--- src/rtl/alu_arbiter.sv ---
// alu_arbiter: shares one registered ALU among NUM_REQ requesters.
//
// Requesters are granted one at a time with a valid/ready handshake. The granted operation is
// driven onto the ALU inputs, the registered ALU result and zero flag are captured, and both are
// returned to the granted requester through a one-hot valid/ready response.
//
// ALU_ctrl_t encoding used by requesters and the ALU: 0 AND, 1 OR, 2 ADD, 3 SUB.
//
// Build option:
//   ALU_ARB_FIXED_PRIO_EN  defined   -> lowest-index valid requester wins (no RR pointer)
//                          undefined -> round-robin starting after the last winner
//
// Ports:
//   clk         clock, all state updates on posedge
//   rst         synchronous reset, active-low
//   req_valid   per-requester operation request
//   req_ready   one-hot accept strobe (combinational, IDLE only)
//   req_op      per-requester ALU op, slice i = requester i
//   req_a/b     per-requester operands
//   resp_valid  one-hot result valid
//   resp_ready  per-requester result accept
//   resp_data   captured result
//   resp_zero   captured zero flag
//   alu_a/b     ALU operand inputs
//   alu_ctrl    ALU op select
//   alu_result  ALU registered result
//   alu_zero    ALU registered zero flag
//   busy        high whenever the FSM is not idle
module alu_arbiter #(
  parameter int unsigned NUM_REQ = 4,
  parameter int unsigned DATA_W  = 32,
  parameter int unsigned OP_W    = 2
) (
  input  logic                      clk,
  input  logic                      rst,
  input  logic [NUM_REQ-1:0]        req_valid,
  output logic [NUM_REQ-1:0]        req_ready,
  input  logic [NUM_REQ*OP_W-1:0]   req_op,
  input  logic [NUM_REQ*DATA_W-1:0] req_a,
  input  logic [NUM_REQ*DATA_W-1:0] req_b,
  output logic [NUM_REQ-1:0]        resp_valid,
  input  logic [NUM_REQ-1:0]        resp_ready,
  output logic [DATA_W-1:0]         resp_data,
  output logic                      resp_zero,
  output logic [DATA_W-1:0]         alu_a,
  output logic [DATA_W-1:0]         alu_b,
  output logic [OP_W-1:0]           alu_ctrl,
  input  logic [DATA_W-1:0]         alu_result,
  input  logic                      alu_zero,
  output logic                      busy
);

  localparam int unsigned IdxW = (NUM_REQ > 1) ? $clog2(NUM_REQ) : 1;

  typedef enum logic [1:0] {StIdle, StExec, StCapt, StResp} state_e;

  state_e          state_q;
  logic [IdxW-1:0] grant_q;
  logic [IdxW-1:0] win;
  logic            found;
  logic [OP_W-1:0]   sel_op;
  logic [DATA_W-1:0] sel_a;
  logic [DATA_W-1:0] sel_b;

`ifdef ALU_ARB_FIXED_PRIO_EN
  // Lowest index wins; higher indices may starve.
  always_comb begin
    found = 1'b0;
    win   = '0;
    for (int unsigned k = 0; k < NUM_REQ; k++) begin
      if (!found && req_valid[IdxW'(k)]) begin
        found = 1'b1;
        win   = IdxW'(k);
      end
    end
  end
`else
  // Last winner; reset value NUM_REQ-1 makes requester 0 first after reset.
  logic [IdxW-1:0] ptr_q;

  function automatic logic [IdxW-1:0] rr_idx(input logic [IdxW-1:0] p, input int unsigned k);
    int unsigned s;
    s = (32'(p) + k) % NUM_REQ;
    return IdxW'(s);
  endfunction

  always_comb begin
    found = 1'b0;
    win   = '0;
    for (int unsigned k = 1; k <= NUM_REQ; k++) begin
      if (!found && req_valid[rr_idx(ptr_q, k)]) begin
        found = 1'b1;
        win   = rr_idx(ptr_q, k);
      end
    end
  end
`endif

  always_comb begin
    sel_op = req_op[OP_W*32'(win) +: OP_W];
    sel_a  = req_a[DATA_W*32'(win) +: DATA_W];
    sel_b  = req_b[DATA_W*32'(win) +: DATA_W];
  end

  // Accept strobe is suppressed while reset is being sampled.
  always_comb begin
    req_ready = '0;
    if (rst && (state_q == StIdle) && found) begin
      req_ready[win] = 1'b1;
    end
  end

  always_ff @(posedge clk) begin
    if (!rst) begin
      state_q    <= StIdle;
      grant_q    <= '0;
      alu_a      <= '0;
      alu_b      <= '0;
      alu_ctrl   <= '0;
      resp_data  <= '0;
      resp_zero  <= 1'b0;
      resp_valid <= '0;
      busy       <= 1'b0;
`ifndef ALU_ARB_FIXED_PRIO_EN
      ptr_q      <= IdxW'(NUM_REQ - 1);
`endif
    end else begin
      unique case (state_q)
        StIdle: begin
          if (found) begin
            alu_ctrl <= sel_op;
            alu_a    <= sel_a;
            alu_b    <= sel_b;
            grant_q  <= win;
`ifndef ALU_ARB_FIXED_PRIO_EN
            ptr_q    <= win;
`endif
            busy     <= 1'b1;
            state_q  <= StExec;
          end
        end
        // ALU registers its result at the end of this cycle.
        StExec: state_q <= StCapt;
        StCapt: begin
          resp_data  <= alu_result;
          resp_zero  <= alu_zero;
          resp_valid <= NUM_REQ'(1) << grant_q;
          state_q    <= StResp;
        end
        StResp: begin
          // Only the granted requester's resp_ready matters.
          if (resp_ready[grant_q]) begin
            resp_valid <= '0;
            busy       <= 1'b0;
            state_q    <= StIdle;
          end
        end
        default: state_q <= StIdle;
      endcase
    end
  end

endmodule

--- config.mk ---
export PLATFORM = sky130hd
export DESIGN_NAME = alu_arbiter
export DESIGN_NICKNAME = d
export VERILOG_FILES = /design/src/rtl/alu_arbiter.sv
export SDC_FILE = /design/constraint.sdc
export NUM_CORES = 1
export LEC_CHECK = 0
export ABC_AREA = 1
export CORE_AREA = 2 2 162 164
export DETAILED_ROUTE_END_ITERATION = 6
export DIE_AREA = 0 0 164 166
export PLACE_DENSITY = 0.64
export SYNTH_ARGS = -nofsm -noshare
export SYNTH_HDL_FRONTEND = slang
export SYNTH_SLANG_ARGS = --single-unit
--- constraint.sdc ---
create_clock -name clk -period 2.5 [get_ports clk]
set_clock_uncertainty 0.05 [all_clocks]
set_input_delay 0.25 -clock clk [delete_from_list [all_inputs] [get_ports clk]]
set_output_delay 0.25 -clock clk [all_outputs]
set_load 0.01 [all_outputs]
# After elaboration in Yosys (flattened, before gate mapping)
# Cells that the tools add are included.
dict set report totals {
  regBits 110
  in_bits 307
  elab_cells 75
}
dict set report classes {
  n_addsub 4
  magnitude_cmp 7
  eq_ne 5
  shifts 4
  n_mux 29
  reduce_logical 16
}
# operator count
set ops {}
lappend ops {{$shiftx A128 B8 Y32} 2}
lappend ops {{$lt A2 B3 Y1 const B} 6}
lappend ops {{$mux W1} 12}
lappend ops {{$mux W2} 6}
lappend ops {{$bmux W1 S2} 5}
lappend ops {{$mux W4} 2}
lappend ops {{$pmux W2 S4} 1}
lappend ops {{$pmux W4 S2} 1}
lappend ops {{$shiftx A8 B4 Y2} 1}
lappend ops {{$logic_and A1 B1 Y1} 6}
lappend ops {{$reduce_and A2 Y1} 3}
lappend ops {{$add A2 B1 Y2 const B} 2}
lappend ops {{$add A2 B2 Y2 const B} 2}
lappend ops {{$eq A2 B2 Y1 const B} 2}
lappend ops {{$ne A2 B2 Y1 const B} 2}
lappend ops {{$reduce_bool A2 Y1} 2}
lappend ops {{$shl A1 B2 Y4 const A} 1}
lappend ops {{$logic_not A1 Y1} 3}
lappend ops {{$reduce_and A3 Y1} 1}
lappend ops {{$demux W1 S2} 1}
lappend ops {{$eq A2 B1 Y1 const B} 1}
lappend ops {{$ge A2 B1 Y1 const B} 1}
lappend ops {{$logic_not A2 Y1} 1}
lappend ops {{$pmux W1 S2} 1}

# Longest topological paths before layout
dict set report depth {
  depth_word 18
  ltp_mapped 18
}

# Worst setup path after synthesis
# No wires, ideal clock.
dict set report synth_path {
  kind {reg-to-output}
  from {reg ptr_q[0]}
  to {out req_ready[0]}
  t_arrival_ns 1.846
  path_slack_ns 0.354
  path_stages_with_launch 17
  path_cell_list {dfxtp_1 > buf_4 > inv_4 > nand2_1 > nand2_1 > nand2_1 > nand2_2 > nor2_2 > nand2_1 > nor2_1 > inv_1 > nand2_1 > inv_2 > buf_2 > buf_2 > nand2_1 > nor3_1}
}
dict set report synth_via {
  elab_chain_cells 18
  word_cells_on_any_way 33
  classes_between {add/sub (4); order compare (2); mux (19); reduce/logical (8)}
}
# element line_no
set synth_lines {}
lappend synth_lines {{start, declared} 79} ;# logic [IdxW-1:0] ptr_q;
lappend synth_lines {{start signal, assigned} 125} ;# ptr_q <= IdxW'(NUM_REQ - 1);
lappend synth_lines {{start signal, assigned} 136} ;# ptr_q <= win;
lappend synth_lines {{$add A2 B1 Y2} 83} ;# s = (32'(p) + k) % NUM_REQ;
lappend synth_lines {{$bmux W1 S2} 91} ;# if (!found && req_valid[rr_idx(ptr_q, k)]) begin
lappend synth_lines {{$mux W1 (not written as such)} 91}
lappend synth_lines {{$mux W1} 91}
lappend synth_lines {{$logic_not A1 Y1} 91}
lappend synth_lines {{$logic_and A1 B1 Y1} 91}
lappend synth_lines {{$mux W1} 91}
lappend synth_lines {{$logic_not A1 Y1} 91}
lappend synth_lines {{[2 not listed]} n/a}
lappend synth_lines {{$logic_not A1 Y1} 91}
lappend synth_lines {{$logic_and A1 B1 Y1} 91}
lappend synth_lines {{$mux W2} 91}
lappend synth_lines {{$lt A2 B3 Y1 (not written as such) or $ge A2 B1 Y1 (tied branches)} 109} ;# req_ready[win] = 1'b1;
lappend synth_lines {{$logic_and A1 B1 Y1 (not written as such)} 109}
lappend synth_lines {{$mux W1 (not written as such)} 109}
lappend synth_lines {{$demux W1 S2} 109}
lappend synth_lines {{$mux W4 (*)} 108} ;# if (rst && (state_q == StIdle) && found) begin
lappend synth_lines {{end, declared} 37} ;# output logic [NUM_REQ-1:0] req_ready,
# Mark *: on every way between the ends. The rest lies on a longest branch, timed or not. The select of a mux whose other input is x is not followed.

# Final worst setup path
dict set report layout_path {
  from {reg ptr_q[0]}
  to {out req_ready[3]}
}
# The elaborated chain is that of the path after synthesis.

==> impl_results.md <==
* Final setup viols at 0
* Nets at roughly 1800
* Routed WL per cell at approximately 16 µm
* Clk pwr share at 0.097
* Sw Share at 0.5076
* Mean Syn Cell Area at slightly below 6 µm²
* Worst setup SP type: register
* Hold Violations, Final at 0
* Ratio of cells with drive above 1 in the final layout at 0.05260
* CP arrival at between 2 and 2.5 ns
* Core Region at between 20000 and 30000 µm²
* CTS clk-pin slew, worst paths at 0.08 ns
* GR Util met3 at 0.04820
* Slowest CP cell: dfxtp_4
* Total CTS buffers at 9
* Row count at just under 60
* CP required at 2.20 ns
* Register Area at 2207 µm²
* Crit Path Max Fanout at 10
* Worst Setup End Kind: output port
* Slew Limit Fails at 0
* First-pass GRT wire length at 42370 µm
* Pre-Repair DR Iteration Count at 6
* Vias in the first global route at around 7800
* Crit path buf inv count at 5
* Final min period at 2.383 ns
* Lkg Pwr at 5.013 nW
* Cells after Synth at 1103
* Vias at ~8400
* Clock root buffer master: clkbuf_16
* Vias per cell at roughly 4.6
* Crit Path Category: register to output port
* Crit-path max cell delay at 0.38 ns
* Die Ht at 166 µm
* Max-cap violations at 0
* Worst-path cell chain: inv_4 -> nand2_1 -> nand2_2 -> nand2_1 -> nand2_1 -> inv_1 -> nand2_2 -> nor2_4 -> inv_1 -> nand2_2 -> inv_4 -> nand2_4 -> nor3_2 -> clkdlybuf4s15_1
* Inserted Diodes at 0
* Met2 Use GR at 0.3265
* Worst-margin pin slew at 0.6347 ns
* Logic pwr share at 0.719
* Synth Warn # at 0
* Max Fclk at roughly 420 MHz
* FILL cells at 2671
* Worst vdd ir at between 1.5 and 2 mV
* Starting DRT DRC Count at 440
* Total congestion overflow at 0
* Placed Instances at 1801
* Net switching power at 7.541 mW
* Status: finished, final reports clean
* Largest net degree at the start of global routing at 83
* Setup ws final at 0.1175 ns
* Met1 usage at 0.2503
* Post-synthesis cell area at approximately 6500 µm²
* DIE AREA at 27220 µm²
* Primary FF master, synth: dfxtp_1
* Ys async rst share at 0
* H-Tree Depth at 3
* Design Area, Final at 11360 µm²
* Relative slew slack at 0.5769
* EDFF count, synth at 0
* Min-delay src: rst
* Starting density of the core at 0.2550
* Fin crit share at 0.9530
* # DRC at 0
* Hold slack at 0.3204 ns
* Post-DP HPWL at 20950 µm
* Worst min path class: input port to register
* Sequential power share at 0.184
* GPL Wtd Cong at just over 0.9
* Final Non-Filler Cells at 1818
* Area delta synth->final at 73.98%
* Pre-CTS setup slack at -0.3108 ns
* Total GRT Usage at 0.1970
* Power Internal at 7.316 mW
* Clk buf depth at 2
* Most used routing layer: met2
* Placed Area at 10990 µm²
* Antenna violations before repair at 0
* Syn Nets at 1414
* Area taken by multi-input logic gates at around 3800 µm²
* Die width at 164 µm
* TritonCTS clock tree: built
* Cts hold-fix bufs at 0
* Power Dens Cells at 1307 nW/µm²
* Ports at 415
* ANT nets after route at 0
* Sequential area share after synthesis at 0.3372
* Setup crit start: ptr_q[0]$_SDFFE_PN1P_
* Clock Sinks at 110
* Synth Register Bits at 110
* Origin of the critical flop-to-flop path: ptr_q[0]$_SDFFE_PN1P_
* Worst-Skew Late Latency at 0.35 ns
* Delay-heaviest family, CP: simple AND/OR/NAND/NOR gates
* I/O Buffers at 414
* RSZ-0062 raised after global routing: true
* Post-synthesis cell type count at 26
* Routed WL at 28420 µm
## sequential cells by signal, summed over array words and instances (netlist names)
signal      flops
state_q         2
grant_q         2
resp_zero       1
alu_ctrl        2
alu_a          32
ptr_q           2
resp_valid      4
alu_b          32
resp_data      32
busy            1
## power groups by stage
stage	clock [mW]	sequential, mW	combinational (mW)
final	1.44	2.73	10.7
after global routing	1.55	2.81	12.0
after CTS	1.49	2.74	10.6
after detailed placement	0	2.76	10.5
after global placement	0	2.75	10.4
after floorplan	0	2.98	6.50
## timing repair
| action | in CTS | in global routing |
|---|---|---|
| setup buffers | 0 | 0 |
| cloned | 0 | 1 |
| endpoints found under the hold margin | 0 | 0 |
| setup endpoints to repair | 12 | 58 |
| pin swaps | 0 | 0 |
| gates resized for setup | 13 | 21 |
## worst paths after layout
check | cells past startpoint | slack, ns | to
worst min register to register | 2 | 0.42 | resp_valid[1]$_SDFFE_PN0P_
worst max register to register | 15 | 0.22 | alu_b[27]$_SDFFE_PN0P_
worst min-delay path | 4 | 0.32 | alu_b[4]$_SDFFE_PN0P_
worst max-delay path | 14 | 0.12 | req_ready[3]
## logic make-up (layout without fill, tap and decap cells)
| kind of cell | count (synthesis) | count (layout) | synth area share |
|---|---|---|---|
| simple gates | 770 | 770 | 0.4929 |
| buf+inv | 127 | 507 | 0.08985 |
| flops | 110 | 110 | 0.3372 |
| compound gates | 92 | 92 | 0.07241 |
| fa+ha+maj | 4 | 4 | 0.007663 |
## cell type report
type | count | share of cell area
Inverter | 45 | 0.01531
Sequential cell | 110 | 0.1942
Tap cell | 335 | 0.03689
Clock buffer | 11 | 0.02136
Timing Repair Buffer | 446 | 0.3928
Clock inverter | 5 | 0.003744
Multi-Input combinational cell | 866 | 0.3357
## metal layers
metal  wire length [µm]  vias up  share of wire
li1                   -     4281              -
met1              12240     3758           0.43
met2              13380      299           0.47
met3               2097       39          0.074
met4                709        0          0.025
met5                  0        -              0
## synthesized netlist by cell type (2+ instances only)
library cell,instances,area share
a21oi_1,10,0.0077
buf_1,4,0.0023
buf_2,20,0.015
buf_4,6,0.0069
buf_6,8,0.014
clkbuf_1,44,0.025
dfxtp_1,110,0.34
ha_1,4,0.0077
inv_1,41,0.024
inv_2,3,0.0017
nand2_1,332,0.19
nand2_2,2,0.0019
nand3_1,219,0.17
nand4_1,6,0.0057
nor2_1,203,0.12
nor3_1,4,0.0031
o211ai_1,2,0.0023
o21ai_0,77,0.059
## placed cells by master, fill, tap and decap left out, types with 2 or more instances in the layout
master           instances
nor2_2                   2
o211ai_1                 2
nor2_4                   3
a21oi_1                 10
nand2_2                  9
nor3_2                   3
nand3_1                219
clkdlybuf4s50_1        409
nand4_1                  6
inv_4                    2
clkbuf_16               10
nand2_1                322
clkbuf_2                 2
buf_12                   4
nand2_4                  3
inv_2                    2
o21ai_0                 77
buf_4                   24
inv_1                   41
ha_1                     4
buf_2                    2
clkinvlp_4               3
nor2_1                 200
dfxtp_1                108
## worst reg2reg max path, stage by stage, from the launching register on
cell      delay (ns)
dfxtp_4         0.40
inv_4           0.07
nand2_1         0.08
nand2_1         0.06
nand2_1         0.07
nand2_1         0.09
nor2_4          0.15
buf_4           0.12
nand3b_1        0.12
nand2_4         0.15
buf_4           0.14
buf_12          0.26
nand3_1         0.16
nand3_1         0.15
nor2_1          0.06
nor2_1          0.08
## stage by stage
| step | total power, mW | utilization | TNS (ns) |
|---|---|---|---|
| floorplan | 9.480 | - | 0 |
| detailed placement | 13.28 | 0.4291 | -6.557 |
| CTS | 14.79 | 0.4410 | 0 |
| finish | 14.86 | 0.4436 | 0 |
| global route | 16.35 | 0.4436 | -0.05466 |
| global placement | 13.19 | 0.4291 | -5.787 |
(Power assumes the default switching activity.)
==> edit 1: new RTL, same settings <==
Encoding of `state_e`: now one-hot (4 bits for 4 states).
--- a/src/rtl/alu_arbiter.sv
+++ b/src/rtl/alu_arbiter.sv
@@ -53,5 +53,5 @@
   localparam int unsigned IdxW = (NUM_REQ > 1) ? $clog2(NUM_REQ) : 1;
 
-  typedef enum logic [1:0] {StIdle, StExec, StCapt, StResp} state_e;
+  typedef enum logic [3:0] {StIdle = 4'b0001, StExec = 4'b0010, StCapt = 4'b0100, StResp = 4'b1000} state_e;
 
   state_e          state_q;
Check against the original RTL: no difference found for any inputs over 4 cycles, from zero or initial values and one cycle with rst low; so few cycles prove little.
==> edit 1 against the original RTL <==
Routed wire length grew 1.7%; sequential cell count up 2; sequential share of layout area rose by 0.23 points; worst setup slack got worse by 15 ps; cell count is 4.3% lower; design area rose by 0.52%; clock power grew 6%; synthesized area decreased by 1.8%; non-clock buffer count up 14; register-to-register slack worse by 100 ps; total power grew 2.2%; critical endpoint is now req_ready[0]; largest cell class unchanged.
==> edit 1: results (changes against the original RTL) <==
* Dpl ws at -254.7 ps (+56.08 ps)
* GPL Wtd Cong at 0.8208 (-9.9%)
* Outcome: completed
* Critical path arrival at 2100 ps (+20 ps)
* Synth area leaders: dfxtp_1 35%, nand3_1 25%, nor2_1 12%
* Fillers at 2,634 (-1.4%)
* Via count at 8,454 (+0.92%)
* Worst-Margin Slew at 431.5 ps (-203.2 ps)
* Syn avg cell area at 6.285 um^2 (+6.1%)
* Sequential area share after synthesis at 0.3497 (+0.01256)
* Initial antenna violation count at 1 (+1)
* Iter 0 DRT Violations at 436 (-0.91%)
* Vias/cell at 4.859 (+5.4%)
* Share of layout cells above drive strength 1 at 0.07046 (+0.01787)
* Unique masters post-synth at 24 (-7.7%)
* Most frequent cells after synthesis: 320 x nand3_1, 209 x nor2_1, 134 x nand2_1
* Drt pass-1 iters at 5 (-1)
* Critical Path Fanout Max at 6 (-4)
* Largest net degree at the start of global routing at 105 (+27%)
* Leakage at 4.614 nW (-8.0%)
* Routed WL per cell at 16.61 um (+6.2%)
* First-pass GRT wire length at 42,410 um (about the same)
* Peak supply drop at 0.9788 mV (-41%)
* Placed instance area at 10,920 um^2 (-0.67%)
* Post-Syn Nets at 1,327 (-6.2%)
* Global Route Usage Sum at 0.1984 (+0.001430)
## edit 1: area by class of cell
type                       count  area, um^2  share of cell area
clock buffer                  10       229.0             0.02005
clock inverter                 5       63.81            0.005587
inverter                      17       66.31            0.005806
multi-input combinational    801        3726              0.3262
sequential                   112        2245              0.1965
tap                          335       419.2             0.03670
timing repair buffer         460        4673              0.4091
## edit 1: logic make-up after synthesis
family          after synthesis
compound gates              115
buf+inv                     107
flops                       112
simple gates                686
## edit 1: through the flow
stage | total power, mW | TNS, ps
final | 15.18 | 0
after global placement | 12.94 | -3406
after global routing | 16.50 | -217.3
after detailed placement | 13.03 | -8122
after floorplan | 9.304 | 0
after CTS | 14.68 | -6.534
## edit 1: what timing repair did
| action | CTS | global route |
|---|---|---|
| setup endpoints to repair | 20 | 60 |
| pin swaps | 0 | 8 |
| cloned | 0 | 1 |
| buffers inserted | 0 | 8 |
| gates resized for setup | 20 | 27 |
## edit 1: worst max-delay path, stage by stage (launching register included)
cell and delay [ps]:
dfxtp_2 380, buf_4 150, nand2_1 50, nand2_1 110, inv_1 50, nand2_1 70
nand2_2 90, buf_4 150, nand2_2 110, o21ai_4 90, buf_4 150, nor3_4 190
buf_2 160
## edit 1: worst paths after layout
path                                                 start                          to  slack [ps]  cells after the start
worst max-delay path                 ptr_q[0]$_SDFFE_PN1P_                req_ready[0]         100                     12
worst min-delay path                                   rst     state_q[1]$_SDFFE_PN0P_         230                      3
worst max register to register       ptr_q[0]$_SDFFE_PN1P_      alu_b[21]$_SDFFE_PN0P_         120                     15
worst min register to register  resp_valid[2]$_SDFFE_PN0P_  resp_valid[2]$_SDFFE_PN0P_         420                      2
## edit 1: report_power, final
group / internal (mW) / leakage (nW) / switching, mW
sequential: 2.29 / 0.920 / 0.255
clock: 0.785 / 0.140 / 0.735
combinational: 4.48 / 3.55 / 6.64
total: 7.55 / 4.61 / 7.63
## edit 1: per-layer routing
layer | vias to the layer above | wire length, um | GRT usage
met2 | 368 | 14230 | 0.3518
met3 | 42 | 2349 | 0.04595
met1 | 3855 | 11620 | 0.2343
met4 | 0 | 705 | 0.06369
met5 | - | 0 | 0
li1 | 4189 | - | -
==> edit 2: new RTL, same flow settings <==
Without the edit above. Change the parameter `DATA_W` from 32 to 40.
--- a/src/rtl/alu_arbiter.sv
+++ b/src/rtl/alu_arbiter.sv
@@ -29,5 +29,5 @@
 module alu_arbiter #(
   parameter int unsigned NUM_REQ = 4,
-  parameter int unsigned DATA_W  = 32,
+  parameter int unsigned DATA_W  = 40,
   parameter int unsigned OP_W    = 2
 ) (
Interface: changed (6 resized); port bits go from 415 to 511. No check against the original RTL was run, so the function may have changed too.
==> edit 2 against the original RTL <==
Combinational power is 33% higher; design area is 29% higher; clock power is 78% higher; critical path type unchanged; via count is 35% higher; worst setup slack better by 18 ps; sequential cell count is 24 higher; routed wire length is 44% higher; cell count is 29% higher; total power is 35% higher; core utilization is 13 points higher; synthesized area is 33% higher; largest cell class unchanged.
==> edit 2: results (changes against the original RTL) <==
* Outcome: completed
* Max incr delay on CP at 340 ps (-40 ps)
* Dpl ws at -185.2 ps (+125.6 ps)
* Detailed Place HPWL at 29,900 um (+43%)
* Critical path arrival at 2060 ps (-20 ps)
* Met2 Usage GRT at 0.4918 (+0.1653)
* First-pass GRT wire length at 61,550 um (+45%)
* Largest net degree at the start of global routing at 103 (+24%)
* Drt pass-1 iters at 5 (-1)
* Share of layout cells above drive strength 1 at 0.04978 (-0.002820)
* Worst-Margin Slew at 854.6 ps (+219.9 ps)
* Synth area leaders: dfxtp_1 31%, nand2_1 26%, nand3_1 15%
* Vias/cell at 4.802 (+4.2%)
* Nets at 2,379 (+33%)
* Routing usage on met3 at 0.07268 (+0.02448)
* Sequential area share after synthesis at 0.3090 (-0.02819)
* Post-Syn Nets at 1,929 (+36%)
* Critical Path Fanout Max at 6 (-4)
* H-tree Lvls at 4 (+1)
* Placed instance area at 14,030 um^2 (+28%)
* Post-Route WL at 40,830 um (+44%)
* Clk slew on worst S/H paths at 60 ps (-20 ps)
* GPL Wtd Cong at 0.9680 (+6.3%)
* Initial antenna violation count at 8 (+8)
* Most frequent cells after synthesis: 608 x nand2_1, 253 x nand3_1, 248 x nor2_1
* Top flop regs: alu_a: 40 flops, alu_b: 40 flops, resp_data: 40 flops
* CTS buffer count at 17 (+8)
* Peak supply drop at 1.270 mV (-23%)
-- edit 2: stage by stage --
stage,utilization,std cells,setup TNS (ps),hold WS (ps)
2_1_floorplan,-,1546,0,334.9
3_3_place_gp,0.5476,2312,-3422,384.1
3_5_place_dp,0.5476,2312,-6267,394.3
4_1_cts,0.5704,2344,0,342.1
5_1_grt,0.5724,2352,-1.595,364.8
6_report,0.5724,2352,0,360.1
-- edit 2: kinds of logic (layout without fill, tap and decap cells) --
group,after synthesis,in the layout,synth area share
AND/OR/NAND/NOR,1135,1135,0.5371
buffers and inverters,214,677,0.1120
flip-flops,134,134,0.3090
AO/OA/AOI/OAI,59,59,0.03617
adder cells (fa/ha/maj),4,4,0.005765
other,0,8,0
-- edit 2: repair_timing --
action | 4_1_cts | 5_1_grt
setup buffers | 0 | 0
pin swaps | 0 | 1
gates resized for setup | 18 | 14
endpoints found under the setup margin | 4 | 60
-- edit 2: worst register-to-register path, stage by stage (launching register included) --
cell     delay, ps
dfxtp_2        330
buf_6          130
nand2_1         80
nand2_2         80
nand2_1         80
nand2_2         80
a21oi_2        250
nand2_8         90
buf_4          160
buf_12         200
nand3_1        240
nand2_1        130
nand2_1        100
nand3_1         80
nand2_1         80
inv_1           30
-- edit 2: layout make-up --
| cell class | instances | area (um^2) |
|---|---|---|
| diodes | 8 | 20.02 |
| clock buffers | 19 | 442.9 |
| clock inverters | 13 | 146.4 |
| fillers | 2642 | 10950 |
| inverters | 101 | 381.6 |
| multi-input cells | 1198 | 5086 |
| flip-flops and latches | 134 | 2685 |
| well taps | 335 | 419.2 |
| repair buffers | 544 | 5480 |
-- edit 2: power by group --
group / switching (mW) / total, mW / internal (mW) / leakage (nW)
Sequential: 0.391 / 3.31 / 2.92 / 1.11
Clock: 1.05 / 2.56 / 1.51 / 0.285
Combinational: 8.78 / 14.2 / 5.40 / 5.81
-- edit 2: final timing paths --
check	start	to	cells past startpoint
worst max-delay path	ptr_q[0]$_SDFFE_PN1P_	req_ready[0]	13
worst min register to register	busy$_SDFFE_PN0P_	busy$_SDFFE_PN0P_	2
worst min-delay path	alu_result[9]	resp_data[9]$_SDFFE_PN0P_	3
worst max register to register	ptr_q[0]$_SDFFE_PN1P_	alu_a[4]$_SDFFE_PN0P_	15
-- edit 2: metal layers --
layer / up-vias / share of wire
li1: 5697 / -
met1: 5122 / 0.41
met2: 427 / 0.49
met3: 48 / 0.078
met4: 0 / 0.020
met5: - / 0
